===== src/rtl/fracnet_mac_pkg.sv =====
// Shared types and helpers for the FracNet multi-lane MAC pipeline:
// product width/signedness, operand/product extension, saturation limits
// and the per-beat sideband carried alongside the data.
package fracnet_mac_pkg;

   // Widest value the extension/limit helpers handle (ACC_W must not exceed it).
   localparam int MAX_W = 64;

   // Group delimiters that travel with every beat.
   typedef struct packed {
      logic first;
      logic last;
   } beat_side_t;

   // Full-precision product width.
   function automatic int prod_w(input int a_w, input int b_w);
      return a_w + b_w;
   endfunction

   // The product (and hence the accumulator) is signed if either operand is.
   function automatic bit prod_signed(input bit a_s, input bit b_s);
      return a_s || b_s;
   endfunction

   // Extend the low w bits of v to MAX_W bits, sign- or zero-filling.
   function automatic logic [MAX_W-1:0] ext_val(input logic [MAX_W-1:0] v,
                                                input int w, input bit sgn);
      int                       sh;
      logic signed [MAX_W-1:0]  t;
      logic [MAX_W-1:0]         r;
      sh = MAX_W - w;
      t  = v << sh;
      if (sgn)
         r = t >>> sh;
      else
         r = (v << sh) >> sh;
      return r;
   endfunction

   // Largest accumulator value for the given width and signedness.
   function automatic logic [MAX_W-1:0] sat_hi(input int acc_w, input bit sgn);
      logic [MAX_W-1:0] r;
      if (sgn)
         r = (MAX_W'(1) << (acc_w - 1)) - MAX_W'(1);
      else
         r = (MAX_W'(1) << acc_w) - MAX_W'(1);
      return r;
   endfunction

   // Smallest accumulator value (two's complement pattern, low acc_w bits).
   function automatic logic [MAX_W-1:0] sat_lo(input int acc_w, input bit sgn);
      logic [MAX_W-1:0] r;
      if (sgn)
         r = MAX_W'(1) << (acc_w - 1);
      else
         r = '0;
      return r;
   endfunction

endpackage


===== src/rtl/fracnet_mac_pipe_if.sv =====
// Beat-in / result-out handshake bundle of the FracNet MAC pipeline.
// master = upstream/downstream environment, slave = the MAC engine.
interface fracnet_mac_pipe_if #(
   parameter int LANES = 4,
   parameter int A_W   = 8,
   parameter int B_W   = 11,
   parameter int ACC_W = 32
) ();
   logic                   in_valid;
   logic                   in_ready;
   logic [LANES*A_W-1:0]   in_a;
   logic [LANES*B_W-1:0]   in_b;
   logic                   in_first;
   logic                   in_last;
   logic                   out_valid;
   logic                   out_ready;
   logic [LANES*ACC_W-1:0] out_acc;

   modport master (
      output in_valid, in_a, in_b, in_first, in_last, out_ready,
      input  in_ready, out_valid, out_acc
   );

   modport slave (
      input  in_valid, in_a, in_b, in_first, in_last, out_ready,
      output in_ready, out_valid, out_acc
   );
endinterface


===== src/rtl/fracnet_mac_lane.sv =====
// One MAC lane: operand extension, multiply, STAGES-deep product pipeline
// and the group accumulator. The whole lane freezes when en is low.
// Optional feature: FRACNET_MAC_SAT_EN makes the accumulate add saturate
// instead of wrapping modulo 2^ACC_W.
module fracnet_mac_lane
   import fracnet_mac_pkg::*;
#(
   parameter int A_W      = 8,
   parameter int B_W      = 11,
   parameter int ACC_W    = 32,
   parameter int STAGES   = 3,
   parameter int A_SIGNED = 0,
   parameter int B_SIGNED = 0
) (
   input  logic             ap_clk,
   input  logic             ap_rst_n,
   input  logic             en,        // pipeline advances this cycle
   input  logic [A_W-1:0]   a,
   input  logic [B_W-1:0]   b,
   input  logic             acc_en,    // valid beat leaves the product pipe
   input  logic             acc_init,  // start a fresh sum with this product
   output logic [ACC_W-1:0] acc_next   // value the accumulator takes on acc_en
);
   localparam int PW   = prod_w(A_W, B_W);
   localparam bit PSGN = prod_signed(A_SIGNED != 0, B_SIGNED != 0);

   logic [PW-1:0]    a_x;
   logic [PW-1:0]    b_x;
   logic [PW-1:0]    p_mult;
   logic [PW-1:0]    p_pipe_reg [STAGES];
   logic [ACC_W-1:0] acc_reg;
   logic [ACC_W-1:0] p_ext;
   logic [ACC_W-1:0] base;
`ifdef FRACNET_MAC_SAT_EN
   localparam logic [ACC_W-1:0] SAT_HI = ACC_W'(sat_hi(ACC_W, PSGN));
   localparam logic [ACC_W-1:0] SAT_LO = ACC_W'(sat_lo(ACC_W, PSGN));
   logic [ACC_W:0]   sum_w;
`endif

   // Extend both operands to product width; the low PW bits of a PW x PW
   // multiply are exact for any signed/unsigned mix.
   always_comb begin
      a_x    = PW'(ext_val(MAX_W'(a), A_W, A_SIGNED != 0));
      b_x    = PW'(ext_val(MAX_W'(b), B_W, B_SIGNED != 0));
      p_mult = a_x * b_x;
   end

   // Product delay line; registers behind the multiplier are free for retiming.
   always_ff @(posedge ap_clk or negedge ap_rst_n) begin
      if (!ap_rst_n) begin
         for (int i = 0; i < STAGES; i++) p_pipe_reg[i] <= '0;
      end else if (en) begin
         p_pipe_reg[0] <= p_mult;
         for (int i = 1; i < STAGES; i++) p_pipe_reg[i] <= p_pipe_reg[i-1];
      end
   end

   // Extend the product to accumulator width and form the new running sum.
   always_comb begin
      p_ext = ACC_W'(ext_val(MAX_W'(p_pipe_reg[STAGES-1]), PW, PSGN));
      base  = acc_init ? '0 : acc_reg;
`ifdef FRACNET_MAC_SAT_EN
      if (PSGN)
         sum_w = {base[ACC_W-1], base} + {p_ext[ACC_W-1], p_ext};
      else
         sum_w = {1'b0, base} + {1'b0, p_ext};
      acc_next = sum_w[ACC_W-1:0];
      if (PSGN) begin
         // Overflow shows up as disagreement between the guard and sign bits.
         if (sum_w[ACC_W] != sum_w[ACC_W-1])
            acc_next = sum_w[ACC_W] ? SAT_LO : SAT_HI;
      end else if (sum_w[ACC_W]) begin
         acc_next = SAT_HI;
      end
`else
      acc_next = base + p_ext;
`endif
   end

   // Accumulator register, updated only when a valid beat is consumed.
   always_ff @(posedge ap_clk or negedge ap_rst_n) begin
      if (!ap_rst_n)
         acc_reg <= '0;
      else if (acc_en)
         acc_reg <= acc_next;
   end

endmodule


===== src/rtl/fracnet_mac_pipe.sv =====
// FracNet pipelined multi-lane multiply-accumulate engine.
// LANES lanes multiply per beat, accumulate over first..last groups and emit
// one result vector per group. Backpressure is a global stall of the whole
// pipe. Optional feature: FRACNET_MAC_SAT_EN (saturating accumulate).
module fracnet_mac_pipe
   import fracnet_mac_pkg::*;
#(
   parameter int LANES    = 4,
   parameter int A_W      = 8,
   parameter int B_W      = 11,
   parameter int ACC_W    = 32,
   parameter int STAGES   = 3,
   parameter int A_SIGNED = 0,
   parameter int B_SIGNED = 0
) (
   input logic               ap_clk,
   input logic               ap_rst_n,
   fracnet_mac_pipe_if.slave bus
);
   logic                   stall;
   logic                   en;
   logic                   acc_en;
   logic                   acc_init;
   logic                   ld_out;
   beat_side_t             in_side;
   logic                   vld_reg  [STAGES];
   beat_side_t             side_reg [STAGES];
   logic                   expect_first_reg;
   logic                   out_valid_reg;
   logic [LANES*ACC_W-1:0] out_acc_reg;
   logic [LANES*ACC_W-1:0] acc_next_all;

   // Stall whenever a result is held unaccepted; beats at the accumulate
   // stage are consumed only while the pipe moves.
   always_comb begin
      stall         = out_valid_reg && !bus.out_ready;
      en            = !stall;
      in_side.first = bus.in_first;
      in_side.last  = bus.in_last;
      acc_en        = en && vld_reg[STAGES-1];
      acc_init      = side_reg[STAGES-1].first || expect_first_reg;
      ld_out        = acc_en && side_reg[STAGES-1].last;
   end

   assign bus.in_ready  = en;
   assign bus.out_valid = out_valid_reg;
   assign bus.out_acc   = out_acc_reg;

   // Valid/sideband shift register aligned with the lanes' product pipes.
   always_ff @(posedge ap_clk or negedge ap_rst_n) begin
      if (!ap_rst_n) begin
         for (int i = 0; i < STAGES; i++) begin
            vld_reg[i]  <= 1'b0;
            side_reg[i] <= '0;
         end
      end else if (en) begin
         vld_reg[0]  <= bus.in_valid;
         side_reg[0] <= in_side;
         for (int i = 1; i < STAGES; i++) begin
            vld_reg[i]  <= vld_reg[i-1];
            side_reg[i] <= side_reg[i-1];
         end
      end
   end

   // Group state: the beat after a last (or after reset) restarts the sum.
   always_ff @(posedge ap_clk or negedge ap_rst_n) begin
      if (!ap_rst_n)
         expect_first_reg <= 1'b1;
      else if (acc_en)
         expect_first_reg <= side_reg[STAGES-1].last;
   end

   // Output register: loads on a last beat, clears once accepted, holds on stall.
   always_ff @(posedge ap_clk or negedge ap_rst_n) begin
      if (!ap_rst_n) begin
         out_valid_reg <= 1'b0;
         out_acc_reg   <= '0;
      end else if (en) begin
         out_valid_reg <= ld_out;
         if (ld_out) out_acc_reg <= acc_next_all;
      end
   end

   generate
      for (genvar gi = 0; gi < LANES; gi++) begin : g_lane
         fracnet_mac_lane #(
            .A_W      (A_W),
            .B_W      (B_W),
            .ACC_W    (ACC_W),
            .STAGES   (STAGES),
            .A_SIGNED (A_SIGNED),
            .B_SIGNED (B_SIGNED)
         ) u_lane (
            .ap_clk   (ap_clk),
            .ap_rst_n (ap_rst_n),
            .en       (en),
            .a        (bus.in_a[gi*A_W +: A_W]),
            .b        (bus.in_b[gi*B_W +: B_W]),
            .acc_en   (acc_en),
            .acc_init (acc_init),
            .acc_next (acc_next_all[gi*ACC_W +: ACC_W])
         );
      end
   endgenerate

endmodule


===== src/flat_wrapper.sv =====
// flat-port wrapper written by rule: the top's interface ports become plain ports
module fracnet_mac_pipe_flat import fracnet_mac_pkg::*;
#(
   parameter int LANES    = 4,
   parameter int A_W      = 8,
   parameter int B_W      = 11,
   parameter int ACC_W    = 32,
   parameter int STAGES   = 3,
   parameter int A_SIGNED = 0,
   parameter int B_SIGNED = 0
)
  (ap_clk, ap_rst_n, bus_in_valid, bus_in_a, bus_in_b, bus_in_first, bus_in_last, bus_out_ready, bus_in_ready, bus_out_valid, bus_out_acc);
  fracnet_mac_pipe_if #(.LANES(LANES), .A_W(A_W), .B_W(B_W), .ACC_W(ACC_W)) bus_i ();
  input logic ap_clk;
  input logic ap_rst_n;
  input wire logic [$bits(bus_i.in_valid)-1:0] bus_in_valid;
  input wire logic [$bits(bus_i.in_a)-1:0] bus_in_a;
  input wire logic [$bits(bus_i.in_b)-1:0] bus_in_b;
  input wire logic [$bits(bus_i.in_first)-1:0] bus_in_first;
  input wire logic [$bits(bus_i.in_last)-1:0] bus_in_last;
  input wire logic [$bits(bus_i.out_ready)-1:0] bus_out_ready;
  output wire logic [$bits(bus_i.in_ready)-1:0] bus_in_ready;
  output wire logic [$bits(bus_i.out_valid)-1:0] bus_out_valid;
  output wire logic [$bits(bus_i.out_acc)-1:0] bus_out_acc;
  assign bus_i.in_valid = bus_in_valid;
  assign bus_i.in_a = bus_in_a;
  assign bus_i.in_b = bus_in_b;
  assign bus_i.in_first = bus_in_first;
  assign bus_i.in_last = bus_in_last;
  assign bus_i.out_ready = bus_out_ready;
  assign bus_in_ready = bus_i.in_ready;
  assign bus_out_valid = bus_i.out_valid;
  assign bus_out_acc = bus_i.out_acc;
  fracnet_mac_pipe #(.LANES(LANES), .A_W(A_W), .B_W(B_W), .ACC_W(ACC_W), .STAGES(STAGES), .A_SIGNED(A_SIGNED), .B_SIGNED(B_SIGNED)) u_core (.ap_clk(ap_clk), .ap_rst_n(ap_rst_n), .bus(bus_i));
endmodule

===== config.mk =====
export PLATFORM = sky130hd
export DESIGN_NAME = fracnet_mac_pipe_flat
export DESIGN_NICKNAME = d
export VERILOG_FILES = /design/src/rtl/fracnet_mac_pkg.sv /design/src/rtl/fracnet_mac_pipe_if.sv /design/src/rtl/fracnet_mac_lane.sv /design/src/rtl/fracnet_mac_pipe.sv /design/src/flat_wrapper.sv
export SDC_FILE = /design/constraint.sdc
export NUM_CORES = 2
export LEC_CHECK = 0
export CAP_MARGIN = 20
export CORE_UTILIZATION = 42
export DETAILED_ROUTE_END_ITERATION = 7
export HOLD_SLACK_MARGIN = 0.02
export PLACE_DENSITY = 0.73
export SKIP_LAST_GASP = 1
export SLEW_MARGIN = 40
export SYNTH_ARGS = -nofsm -noshare
export SYNTH_HDL_FRONTEND = slang
export SYNTH_HIERARCHICAL = 1
export SYNTH_SLANG_ARGS = --single-unit

===== constraint.sdc =====
create_clock -name ap_clk -period 3.5 [get_ports ap_clk]
set_input_delay 0.525 -clock ap_clk [delete_from_list [all_inputs] [get_ports ap_clk]]
set_output_delay 0.525 -clock ap_clk [all_outputs]
set_load 0.01 [all_outputs]

# ---- Word-level counts from Yosys, hierarchy flattened
# Cells that the tools add are included.
dict set report word_totals {
  wordCells 48
  in_bits 82
  regBits 495
}
dict set report op_classes {
  bitwise 1
  mux 4
  mul 4
  addsub 4
  n_reduce_logical 7
}
# operator count
set ops {}
lappend ops {{32-bit by 19-bit adder with 32-bit output} 4}
lappend ops {{32-bit two-way mux} 4}
lappend ops {{8-bit by 11-bit multiplier with 19-bit output} 4}
lappend ops {{1-bit logical AND} 3}
lappend ops {{1-bit zero test} 2}
lappend ops {{2-bit AND reduction} 1}
lappend ops {{1-bit logical OR} 1}
lappend ops {{1-bit NOT} 1}

# ---- Logic depth before layout (Yosys ltp)
dict set report depth {
  ltp_word 6
  ltp_mapped 19
  ltp_nobuf 17
}

# ---- Hierarchy
# Netlist, hierarchy kept.
# module seq_area_each_um2 n_inst area_per_inst_um2 cells_each
set by_module_without_submodules {}
lappend by_module_without_submodules {{fracnet_mac_lane at u_core.g_lane[2].u_lane} 2227.1 1 8034.0 840}
lappend by_module_without_submodules {{fracnet_mac_lane at u_core.g_lane[1].u_lane} 2227.1 1 7948.9 826}
lappend by_module_without_submodules {{fracnet_mac_lane at u_core.g_lane[3].u_lane} 2227.1 1 7932.6 801}
lappend by_module_without_submodules {{fracnet_mac_lane at u_core.g_lane[0].u_lane} 2227.1 1 7846.3 816}
lappend by_module_without_submodules {fracnet_mac_pipe 3479.6 1 5810.6 319}

# ---- Worst setup path before layout
# OpenSTA, ideal clock, no wires.
dict set report synth_timing {
  path_kind {in2reg}
  startpoint {input bus_in_a[7]}
  endpoint {register u_core/g_lane[0].u_lane/p_pipe_reg[56] (netlist name)}
  stages 17
  arrival_ps 4802
  path_slack_ps -1388
  setup_time_ps 87
  n_path_buf 1
  t_required_ps 3413
  path_cell_list {clkbuf_1 > nand2_1 > fa_1 > fa_1 > inv_1 > fa_1 > inv_1 > fa_1 > inv_1 > ha_1 > or4_4 > a21oi_2 > o21ai_2 > a21oi_4 > o221a_2 > or4b_1 > o211ai_1}
}
dict set report synth_via {
  elab_chain_len 1
}
# item line
set synth_lines {}
lappend synth_lines {{start: declaration} flat_wrapper.sv:17} ;# input wire logic [$bits(bus_i.in_a)-1:0] bus_in_a;
lappend synth_lines {{8-bit by 11-bit multiplier with 19-bit output} fracnet_mac_lane.sv:45} ;# p_mult = a_x * b_x;
lappend synth_lines {{end: declaration} fracnet_mac_lane.sv:30} ;# logic [PW-1:0] p_pipe_reg [STAGES];
# No other way between the ends.
# A chain may end at the register's enable or synchronous reset.

# ---- Final worst setup path
dict set report layout_timing {
  startpoint {input bus_in_a[4]}
  endpoint {register u_core/g_lane[0].u_lane/p_pipe_reg[56] (netlist name)}
}
# The elaborated chain is that of the path after synthesis.

==> results.sh <==
export IMPL_grt_pass1_wl_mm=149.3
export IMPL_grt_usage_pct=20.10
export IMPL_layout_drive_gt1_share_pct=32.03
export IMPL_stdcell_count=5323
export IMPL_fmax_mhz=236.1
export IMPL_area_delta_synth_final_pct=25.21
export IMPL_antenna_left=0
export IMPL_slew_viol_final=0
export IMPL_peakVddDrop_mv=0.4787
export IMPL_antenna_found_initial=0
export IMPL_synth_common_cells="dfrtp_1, inv_1, and2_1, mux2_2, nand2_1"
export IMPL_start_util_pct=42.45
export IMPL_yosys_area_share_simple_pct=15.19
export IMPL_hold_ws_ns=0.3314
export IMPL_setup_violations=39
export IMPL_crit_slowest_cell="fa_1"
export IMPL_startpoint_type="input port"
export IMPL_synth_cell_area_sq_um=37570
export IMPL_final_core_util_pct=53.15
export IMPL_synth_most_common_cell="dfrtp_1"
export IMPL_crit_path_end_kind="flop"
export IMPL_run_status="finished with violations"
export IMPL_cts_htree_levels=2
export IMPL_placed_cell_area_sq_um=43690
export IMPL_hold_path_class="in2reg"
export IMPL_design_core_area_sq_um=88510
export IMPL_crit_type="in2reg"
export IMPL_design_area_sq_um=47040
export IMPL_grt_max_degree=85
export IMPL_hpwl_mm=68.36
export IMPL_place_ws_ns=-1.866
export IMPL_yosysTopAreaCell="dfrtp_1"
export IMPL_rsz0062_at_grt="yes"
export IMPL_fin_ws_ns=-0.7363
export IMPL_max_stage_delay_ns=0.55
export IMPL_die_area_sq_um=90660
export IMPL_maxCapViolations=0
export IMPL_drt_iter0_drc=1614
export IMPL_synth_top_family_by_area="adder cells"
export IMPL_crit_family="adder cells"
export IMPL_grt_pass1_vias=28670
export IMPL_post_route_period_util_pct=121.0
export IMPL_routabilityCongestion=0.9118
export IMPL_period_minus_slack_ns=4.236
export IMPL_num_vias=27720
export IMPL_clock_path_buffers=3
export IMPL_synth_fp_nets=4136
export IMPL_synth_fa_ha_area_share_pct=19.45
export IMPL_synthFlopType="dfrtp_1"
export IMPL_clock_latency_ns=0.60
export IMPL_p_leak_nw=21.85
export IMPL_ioPinCount=212
export IMPL_synth_seq_cells=495
export IMPL_yosys_warnings=6
export IMPL_worstMarginPinSlew_ns=0.7667
export IMPL_die_h_um=301.1
export IMPL_synth_xor_area_share_pct=3.240
export IMPL_drt_wl_total_mm=90.54
export IMPL_violations="DRC, setup timing"
export IMPL_io_buffers=211
export IMPL_final_hold_viol_count=0
export IMPL_drc=27
export IMPL_crit_buf_inv=3
export IMPL_synth_cell_types=111
export IMPL_synth_cells=3602
export IMPL_cts_tree="done"
export IMPL_async_flop_share_pct=100.0
export IMPL_clk_pin_slew_ns=0.06
export IMPL_worstPathRequired_ns=4.02
export IMPL_seq_area_frac_synth_pct=32.97
export IMPL_synth_compound_area_share_pct=10.09
export IMPL_nets=4657
export IMPL_finClkSkew_ns=0.02214
export IMPL_path_common_cell="fa_1"
export IMPL_path_max_fanout=6
export IMPL_num_rows=109
export IMPL_routedWlPerCell_um=17.01
export IMPL_p_per_area_nw_per_um2=933.0
export IMPL_largest_reg_flops=152
export IMPL_numCtsBuffers=52
export IMPL_clockRootBuffer="clkbuf_16"
export IMPL_syn_avg_cell_area_sq_um=10.43
export IMPL_cp_data_arrival_time_ns=4.75
export IMPL_critical_path_cell_chain="buf_4, and2_4, fa_1, fa_1, fa_1, inv_1, fa_1, inv_1, ha_2, or4_4, a21oi_2, o21ai_2, a21oi_4, o221a_4, or4b_4, o211ai_1"
export IMPL_antenna_cells=0
export IMPL_dieWidth_um=301.1
export IMPL_synth_edf_count=0
export IMPL_slew_headroom_pct=48.89
export IMPL_viasPerCell=5.207
export IMPL_grt_overflow=0
export IMPL_drtPass1Iterations=7
export IMPL_cts_num_sinks=495
export IMPL_muxShareOfSynthArea_pct=13.23
export IMPL_synth_top_area_share_pct=32.90
export IMPL_synth_area_leaders="dfrtp_1, fa_1, mux2_2"
export IMPL_placedCellCount=5174
## through the flow
stage / TNS (ns) / total power (W)
finish: -12.23 / 0.04389
detailed placement: -72.36 / 0.03575
global placement: -69.59 / 0.03514
CTS: -11.57 / 0.04298
global route: -16.11 / 0.04725
floorplan: -26.69 / 0.02753
## final timing paths
path / from / endpoint / slack [ns] / cells after the start
setup reg to reg: u_core/side_reg[1] / u_core/bus.out_acc[90] / 0.08 / 13
min in group asynchronous: ap_rst_n / u_core/g_lane[2].u_lane/p_pipe_reg[38] / 0.55 / 2
max in group asynchronous: ap_rst_n / u_core/g_lane[1].u_lane/acc_reg[15] / 2.07 / 3
hold reg to reg: u_core/side_reg[5] / u_core/side_reg[5] / 0.47 / 2
hold / removal: bus_in_b[33] / u_core/g_lane[3].u_lane/p_pipe_reg[38] / 0.33 / 4
setup / recovery: bus_in_a[4] / u_core/g_lane[0].u_lane/p_pipe_reg[56] / -0.74 / 16
## layer usage
metal  vias to the layer above  wire length, um  global-route usage [%]
met1                     13800            41370                   27.87
met3                       108             3499                   2.313
met4                         0             1892                   4.859
li1                      13310                -                       -
met2                       504            43780                   33.49
met5                         -                0                       0
## where the power goes
| part | leakage (nW) | internal (W) | switching [W] | total, W |
|---|---|---|---|---|
| Clock | 0.856 | 0.00340 | 0.00230 | 0.00570 |
| Sequential | 6.07 | 0.00838 | 0.00176 | 0.0101 |
| Combinational | 14.9 | 0.0144 | 0.0136 | 0.0281 |
## layout make-up
| class | instances | area (sq um) |
|---|---|---|
| fill | 7637 | 41470 |
| multi-input combinational | 2601 | 24730 |
| sequential | 495 | 12390 |
| timing repair buffer | 609 | 5349 |
| tap | 1165 | 1458 |
| clock buffer | 67 | 1438 |
| inverter | 364 | 1374 |
| clock inverter | 22 | 307.8 |
## placed cells by master (no fill, tap or decap), types with 36 or more instances in the layout
| cell | count |
|---|---|
| o21ai_0 | 67 |
| mux2_4 | 136 |
| fa_1 | 194 |
| dfrtp_1 | 494 |
| ha_1 | 188 |
| buf_6 | 65 |
| clkbuf_16 | 52 |
| nor2_1 | 102 |
| inv_2 | 36 |
| nand3_1 | 64 |
| nor2b_1 | 111 |
| and2_4 | 75 |
| buf_4 | 350 |
| a21o_1 | 46 |
| and2_1 | 214 |
| xnor2_1 | 98 |
| clkdlybuf4s50_1 | 134 |
| a21oi_1 | 118 |
| nand2_1 | 235 |
| mux2_2 | 254 |
| inv_1 | 324 |
## cell families (layout without fill, tap and decap cells)
logic type / after synthesis / after routing
compound gates: 555 / 556
mux: 403 / 403
simple gates: 1051 / 1051
fa+ha+maj: 452 / 452
flops: 495 / 495
buf+inv: 507 / 1062
xor+xnor: 139 / 139
## worst reg2reg max path, stage by stage, from the launching register on
cell	delay, ns
dfrtp_1	0.38
or2_4	0.28
buf_6	0.16
nor2b_1	0.13
ha_2	0.20
inv_1	0.06
fa_2	0.38
nor2b_2	0.14
o31a_1	0.27
o211ai_1	0.31
a31o_4	0.37
or4_1	0.47
nand2_1	0.08
mux2_4	0.13
## repair_timing
action,CTS,global route
setup buffers,38,20
setup endpoints to repair,54,101
resized for setup,497,189
hold buffers,1,0
gates cloned,3,1
pin swaps,171,154
endpoints found under the hold margin,70,0
Power figures use the tool's default switching activity.
